--- src/rtl/ppu_pkg.sv ---
// Shared types and constants for the post-processing unit.
package ppu_pkg;

    localparam int         PPU_LANES  = 4;
    localparam logic [7:0] PPU_PAD    = 8'h80;
    localparam logic [7:0] PPU_ZP_XOR = 8'h80;

    typedef enum logic {
        ST_COLLECT = 1'b0,
        ST_DRAIN   = 1'b1
    } ppu_state_e;

endpackage : ppu_pkg

--- src/rtl/ppu_requant.sv ---
// Combinational requantiser: optional ReLU, rounding arithmetic shift,
// int8 saturation and re-bias to offset-128 uint8.
module ppu_requant
    import ppu_pkg::*;
#(
    parameter int DATA_BITS  = 32,
    parameter int SHIFT_BITS = 5
) (
    input  logic [DATA_BITS-1:0]  psum,
    input  logic [SHIFT_BITS-1:0] scale,
    input  logic                  relu,
    output logic [7:0]            byte_out
);

    // Two guard bits keep the rounding add of a max-positive psum from overflowing.
    localparam int XW = DATA_BITS + 2;
    localparam logic signed [XW-1:0] SAT_MAX = XW'(127);
    localparam logic signed [XW-1:0] SAT_MIN = -XW'(128);

    logic signed [XW-1:0] x;
    logic signed [XW-1:0] y;
    logic        [7:0]    sat;

    always_comb begin
        x = {{2{psum[DATA_BITS-1]}}, psum};
        if (relu && x[XW-1]) begin
            x = '0;
        end
        if (scale != '0) begin
            x = x + (XW'(1) << (scale - 1'b1));
        end
        y = x >>> scale;
        if (y > SAT_MAX) begin
            sat = 8'h7F;
        end else if (y < SAT_MIN) begin
            sat = 8'h80;
        end else begin
            sat = y[7:0];
        end
        byte_out = sat ^ PPU_ZP_XOR;
    end

endmodule : ppu_requant

--- src/rtl/ppu.sv ---
// Post-processing unit: requantises PE partial sums and packs four
// offset-128 bytes per word for write-back as next-layer ifmap.
module ppu
    import ppu_pkg::*;
#(
    parameter int DATA_BITS  = 32,
    parameter int SHIFT_BITS = 5
) (
    input  logic                  clk,
    input  logic                  rst,
    input  logic                  cfg_valid,
    input  logic [SHIFT_BITS-1:0] cfg_scale,
    input  logic                  cfg_relu,
    input  logic [DATA_BITS-1:0]  psum_data,
    input  logic                  psum_valid,
    output logic                  psum_ready,
    input  logic                  flush,
    output logic [DATA_BITS-1:0]  ofmap_data,
    output logic                  ofmap_valid,
    input  logic                  ofmap_ready,
    output logic [15:0]           word_cnt
);

    localparam logic [DATA_BITS-1:0] PACK_IDLE = {PPU_LANES{PPU_PAD}};

    ppu_state_e            state_q, state_d;
    logic [1:0]            lane_q, lane_d;
    logic [DATA_BITS-1:0]  pack_q, pack_d;
    logic [SHIFT_BITS-1:0] scale_q;
    logic                  relu_q;
    logic [15:0]           word_cnt_q;
    logic [7:0]            req_byte;
    logic                  psum_fire;

    ppu_requant #(
        .DATA_BITS  (DATA_BITS),
        .SHIFT_BITS (SHIFT_BITS)
    ) u_requant (
        .psum     (psum_data),
        .scale    (scale_q),
        .relu     (relu_q),
        .byte_out (req_byte)
    );

    assign psum_fire   = psum_valid && (state_q == ST_COLLECT);
    assign psum_ready  = (state_q == ST_COLLECT);
    assign ofmap_valid = (state_q == ST_DRAIN);
    assign ofmap_data  = pack_q;
    assign word_cnt    = word_cnt_q;

    // NOTE: every signal driven here gets a default first, so no path leaves it unassigned and infers a latch.
    always_comb begin
        state_d = state_q;
        lane_d  = lane_q;
        pack_d  = pack_q;
        unique case (state_q)
            ST_COLLECT: begin
                if (psum_fire) begin
                    pack_d[{lane_q, 3'b000} +: 8] = req_byte;
                    lane_d = lane_q + 2'd1;
                    if (lane_q == 2'd3) begin
                        state_d = ST_DRAIN;
                    end
                end
                // The same-cycle element is stored before the flush is judged.
                if (flush && (psum_fire || lane_q != 2'd0)) begin
                    state_d = ST_DRAIN;
                    lane_d  = 2'd0;
                end
            end
            ST_DRAIN: begin
                if (ofmap_ready) begin
                    state_d = ST_COLLECT;
                    pack_d  = PACK_IDLE;
                end
            end
            default: state_d = ST_COLLECT;
        endcase
    end

    // NOTE: sequential state uses non-blocking assignments so all registers update from pre-edge values.
    always_ff @(posedge clk) begin
        if (rst) begin
            state_q    <= ST_COLLECT;
            lane_q     <= 2'd0;
            pack_q     <= PACK_IDLE;
            scale_q    <= '0;
            relu_q     <= 1'b0;
            word_cnt_q <= 16'd0;
        end else begin
            state_q <= state_d;
            lane_q  <= lane_d;
            pack_q  <= pack_d;
            // Config only changes on a word boundary so one word never mixes scales.
            if (cfg_valid && state_q == ST_COLLECT && lane_q == 2'd0) begin
                scale_q <= cfg_scale;
                relu_q  <= cfg_relu;
            end
            if (state_q == ST_DRAIN && ofmap_ready) begin
                word_cnt_q <= word_cnt_q + 16'd1;
            end
        end
    end

endmodule : ppu

--- config.mk ---
export PLATFORM = sky130hd
export DESIGN_NAME = ppu
export DESIGN_NICKNAME = d
export VERILOG_FILES = /design/src/rtl/ppu_pkg.sv /design/src/rtl/ppu_requant.sv /design/src/rtl/ppu.sv
export SDC_FILE = /design/constraint.sdc
export NUM_CORES = 1
export LEC_CHECK = 0
export CORE_MARGIN = 3
export CORE_UTILIZATION = 64
export CTS_CLUSTER_DIAMETER = 50
export CTS_CLUSTER_SIZE = 40
export DETAILED_ROUTE_END_ITERATION = 8
export HOLD_SLACK_MARGIN = 0.02
export PLACE_DENSITY = 0.95
export SYNTH_ARGS = -nofsm -noshare
export SYNTH_HDL_FRONTEND = slang
export SYNTH_SLANG_ARGS = --single-unit
--- constraint.sdc ---
create_clock -name clk -period 14.4 [get_ports clk]
set_clock_uncertainty 0.1 [all_clocks]
set_input_delay 1.44 -clock clk [delete_from_list [all_inputs] [get_ports clk]]
set_output_delay 1.44 -clock clk [all_outputs]
set_load 0.005 [all_outputs]
Word-level counts from Yosys, hierarchy flattened:

Index checks and enable logic that the tools add are counted.

* $add $sub $neg: 5
* magnitude comparators: 2
* eq/ne operators: 3
* shift-type cells: 4
* mux-type cells: 15
* bitwise gates (word level): 2
* reductions and logical operators: 13

Operator list (count)
* $mux W34: 2
* $mux W32: 2
* $pmux W32 S2: 1
* $add A34 B34 Y34: 1
* $gt A34 B8 Y1 const B: 1
* $lt A34 B8 Y1 const B: 1
* $shl A1 B5 Y34 const A: 1
* $sshr A34 B5 Y34: 1
* $bwmux W32: 1
* $shift A8 B7 Y32 const A: 1
* $shiftx A8 B7 Y32: 1
* $add A16 B1 Y16 const B: 1
* $mux W8: 2
* $neg A5 Y7: 1
* $logic_and A1 B1 Y1: 6
* $reduce_bool A5 Y1: 1
* $sub A5 B1 Y5 const B: 1
* $mux W1: 4
* $mux W2: 2
* $reduce_and A2 Y1: 2
* $reduce_bool A2 Y1: 2
* $add A2 B1 Y2 const B: 1
* $eq A2 B2 Y1 const B: 1
* $logic_not A2 Y1: 1
* other kinds (5): 6

* bits in registers: 57
* input bits: 44
* output and inout bits: 50
* word-level logic and storage cells: 50

Longest topological paths before layout:

* depth after elaboration: 13
* mapped depth: 25
* depth with buffers taken out: 19

By module:

A second synthesis with hierarchy kept.

* cells, all modules: 1213
* area, all modules: 8510.7 um^2

By module, submodules not included
* ppu_requant: times used 1, cells an instance 957, area an instance 6070.8 um^2, sequential area each 0.0 um^2
* ppu: times used 1, cells an instance 256, area an instance 2439.8 um^2, sequential area each 1141.1 um^2

Least setup slack after synthesis:

No wires, ideal clock.

* kind: input to register
* start point: input psum_data[31]
* end point: register pack_q[16], in the netlist ofmap_data[16]
* setup time: 0.096 ns
* arrival: 6.183 ns
* required time: 14.204 ns
* setup slack: 8.022 ns
* cell stages on the path: 22
* buffers on the path: 5
* cells stage by stage: nand2_1 -> clkbuf_1 -> clkbuf_1 -> clkbuf_1 -> and2_1 -> ha_1 -> fa_1 -> a21o_1 -> a221oi_2 -> nor3_2 -> o21a_1 -> a2111o_1 -> a211o_1 -> a211oi_2 -> a211oi_1 -> a211o_1 -> o41ai_2 -> nand4b_1 -> o41a_1 -> buf_6 -> buf_8 -> o311ai_1

* longest elaborated chain between the ends: 13
* elaborated cells on any way between the ends: 14
* those cells by class: 1 x add/sub; 2 x order compare; 2 x shift; 7 x mux; 1 x bitwise; 1 x reduce/logical

RTL lines
* start: declaration: RTL line ppu.sv:14 `input logic [DATA_BITS-1:0] psum_data,`
* $logic_and A1 B1 Y1: RTL line ppu_requant.sv:26 `if (relu && x[XW-1]) begin`
* $mux W34 (*): RTL line ppu_requant.sv:26
* $add A34 B34 Y34: RTL line ppu_requant.sv:30 `x = x + (XW'(1) << (scale - 1'b1));`
* $mux W34 (*): RTL line ppu_requant.sv:29 `if (scale != '0) begin`
* $sshr A34 B5 Y34 (*): RTL line ppu_requant.sv:32 `y = x >>> scale;`
* $lt A34 B8 Y1: RTL line ppu_requant.sv:35 `end else if (y < SAT_MIN) begin`
* $mux W8: RTL line ppu_requant.sv:35
* $mux W8 (*): RTL line ppu_requant.sv:33 `if (y > SAT_MAX) begin`
* $not A1 Y1 (no line)
* $shiftx A8 B7 Y32 (*): RTL line ppu.sv:59 `pack_d[{lane_q, 3'b000} +: 8] = req_byte;`
* $bwmux W32 (*): RTL line ppu.sv:59
* $mux W32 (*): RTL line ppu.sv:58 `if (psum_fire) begin`
* $pmux W32 S2 (*): RTL line ppu.sv:56 `unique case (state_q)`
* end signal: assignment: RTL line ppu.sv:93 `pack_q <= pack_d;`
* end: declaration: RTL line ppu.sv:28 `logic [DATA_BITS-1:0] pack_q, pack_d;`

Mark *: on every way between the ends. The rest lies on a longest branch, timed or not. The select of a mux whose other input is x is not followed.
A chain may end at the register's enable or synchronous reset.

Worst setup path after layout:

* start point: input psum_data[31]
* end point: register pack_q[3], in the netlist ofmap_data[3]

Same word-level chain as after synthesis.

==> qor.txt <==
# IOs - 94
1st-pass router iterations - 9
Via Count - 11409
P_leak - 3.82 nW
WP buf/inv - 1
Final min period - 8.54 ns
global-route wire length before repair - 55.3 mm
final hold vios - 0
clk slew on worst S/H paths - 0.06 ns
fillers - 1039
max incr delay on CP - 0.80 ns
Setup Buffers After CTS - 0
Initial Util - 65.8%
violated checks - DRC
dpl cells - 1469
EDFF count, synth - 0
critical path class - input pin to flop
ys async rst share - 0%
DP HPWL - 26.7 mm
final non-filler cell total - 1485
post-synthesis sequential area ratio - 13.0%
post-synthesis register bit count - 57
Clock Latency Late Sink - 0.33 ns
cell family with most CP delay - compound AO/OA/AOI/OAI gates
CTS tree - built
Post-route DRC - 6
Cells after Synth - 1278
nets - 1388
final wirelength - 36.5 mm
largest cells by area after synthesis - dfxtp_1 (13%), nand2_1 (6.6%), nor2_1 (6.4%)
port bufs - 93
Design Area, Final - 0.00995 mm^2
synth-to-layout area growth - 13.3%
CTS max path bufs - 2
WL per Instance - 24.6 um
Clock Sinks - 57
syn_area_per_cell - 6.87 um^2
Ys Warns - 0
Mapped Nets - 1362
Worst EP arrival - 8.65 ns
initial antenna violation count - 0
crit-path most repeated cell - o21ai_0
Root Buffer - clkbuf_16
cts repair resizes - 0
Die Ht - 123 um
DP Area - 0.00960 mm^2
number of vias per cell - 7.68
Post-synth top flop - dfxtp_1
share of layout cells above drive strength 1 - 6.95%
period utilisation layout - 59.3%
Crit path required time - 14.50 ns
worst vdd ir - 0.0000999 V
crit path cell chain - clkdlybuf4s50_1 > nand2_1 > and2_1 > ha_1 > nand2_1 > o21ai_0 > a211oi_1 > o21ai_0 > nor4_1 > a211oi_1 > a311o_2 > nor3_1 > a21oi_1 > o21ai_0 > o41ai_2 > nand4b_1 > o41a_1 > o311ai_0
setup TNS - 0 ns
ANT cells - 0
# rows - 42
vias in the first global route - 10305
Max FO, Critical Path - 31
slowest CP cell - o21ai_0
Hold Path Class - flop to flop
PwrDens - 83.9 mW/mm^2
CP endpoint kind - flop
H-tree depth - 3
Cell variety after synth - 101
post-route ant nets - 0
status - finished with violations
post-synth top area cell - dfxtp_1
Final setup viols - 0
post-cts hold buffer count - 0
Yosys top cell area share - 13.0%
GR Overflow Total - 0
crit start category - input pin
GPL Wtd Cong - 1.11
RSZ-0062 raised after global routing - no
slew margin rel. - 28.5%
largest net degree at the start of global routing - 52
Power, Total - 835 uW
Iter 0 DRT Violations - 2248
Max Slew Vio Count - 0
Worst Max-Slew Pin Slew - 1.06 ns
Max Fclk - 0.117 GHz
Max-Cap Viols - 0
Post-Syn Area - 0.00878 mm^2
clock buffers created by TritonCTS - 9
final core utilization - 74.6%
Die Span X - 123 um
core area - 0.0133 mm^2
all-layer global routing usage - 46.2%
die area - 0.0152 mm^2
state kept, by name, indices dropped and copies added (netlist names):
name,cells
word_cnt,16
ofmap_data,32
lane_q,2
relu_q,1
ofmap_valid,1
scale_q,5
layout make-up:
cell class | instances | area (um^2) | share of cell area, %
clock buffer | 9 | 225 | 2.26
clock inverter | 7 | 125 | 1.26
inverter | 29 | 109 | 1.09
multi-input combinational | 1099 | 7090 | 71.2
sequential | 57 | 1140 | 11.5
tap | 176 | 220 | 2.21
timing repair buffer | 108 | 1040 | 10.5
metal layers:
layer  vias to the layer above  part of all wire, %  GRT usage, %
li1                       4940                    -             -
met1                      5147                   37          60.1
met2                      1049                   42          69.7
met3                       273                   14          13.4
met4                         0                  6.4          22.6
met5                         -                    0             0
worst min-delay path, delay by kind of cell, from the launching register on:
family | cells | cell delay, ns
and+or+nand+nor | 1 | 0.05
AOI/OAI and AO/OA | 1 | 0.06
DFF | 1 | 0.32
path summary, 6_finish.rpt:
| check | cells past startpoint | start | slack [ns] | to |
|---|---|---|---|---|
| setup / recovery | 18 | psum_data[31] | 5.86 | ofmap_data[3]$_SDFFE_PP0P_ |
| hold / removal | 2 | ofmap_data[1]$_SDFFE_PP0P_ | 0.37 | ofmap_data[1]$_SDFFE_PP0P_ |
| setup reg to reg | 20 | scale_q[1]$_SDFFE_PP0P_ | 6.49 | ofmap_data[3]$_SDFFE_PP0P_ |
| hold reg to reg | 2 | ofmap_data[1]$_SDFFE_PP0P_ | 0.37 | ofmap_data[1]$_SDFFE_PP0P_ |
kinds of logic (layout without fill, tap and decap cells):
group                      Yosys count  after routing  synth area share [%]
DFF                                 57             57                  13.0
muxes                               37             37                  4.90
xor gates and xnor gates            28             28                  2.88
adders and majority gates           40             40                  5.78
and+or+nand+nor                    541            541                  29.6
buffers and inverters              122            153                  6.28
AOI/OAI and AO/OA                  453            453                  37.5
stage by stage:
step | worst slack, ns | hold WS [ns]
detailed placement | 5.94 | 0.352
global route | 5.67 | 0.387
global placement | 6.08 | 0.342
floorplan | 8.02 | 0.357
CTS | 6.26 | 0.365
finish | 5.86 | 0.366
cell usage after synthesis, types with 15 or more instances:
master	count
a211oi_1	20
a21o_1	23
a21oi_1	75
a31oi_1	15
and2_1	41
buf_1	15
buf_2	19
clkbuf_1	47
dfxtp_1	57
ha_1	39
inv_1	28
mux2i_1	25
nand2_1	155
nand3_1	39
nand4_1	26
nor2_1	149
nor3_1	38
o211ai_1	29
o21a_1	22
o21ai_0	73
o311ai_1	19
or3_1	25
cells in the final DEF (no fill, tap or decap), types with 8 or more instances in the layout:
master | netlist | routed
a2111oi_0 | 8 | 8
a211o_1 | 12 | 12
a211oi_1 | 20 | 20
a21o_1 | 23 | 23
a21oi_1 | 75 | 75
a31oi_1 | 15 | 15
a32oi_1 | 9 | 9
and2_1 | 41 | 41
and3_1 | 13 | 13
and4_1 | 9 | 9
buf_4 | 4 | 15
clkbuf_16 | 0 | 9
clkdlybuf4s50_1 | 0 | 93
dfxtp_1 | 57 | 56
ha_1 | 39 | 39
inv_1 | 28 | 28
mux2_2 | 8 | 8
mux2i_1 | 25 | 25
nand2_1 | 155 | 155
nand3_1 | 39 | 39
nand4_1 | 26 | 26
nor2_1 | 149 | 149
nor3_1 | 38 | 38
nor4_1 | 13 | 13
o211a_1 | 10 | 10
o211ai_1 | 29 | 29
o21a_1 | 22 | 22
o21ai_0 | 73 | 73
o22ai_1 | 12 | 12
o311ai_0 | 14 | 14
o311ai_1 | 19 | 19
o31ai_1 | 13 | 13
or2_2 | 8 | 8
or3_1 | 25 | 25
xnor2_1 | 14 | 14
xor2_1 | 13 | 13
power breakdown:
part	switching [mW]	internal, mW
Combinational	0.265	0.145
Clock	0.0824	0.171
Sequential	0.00688	0.164
Note: power is estimated with default switching activity, not from simulation.
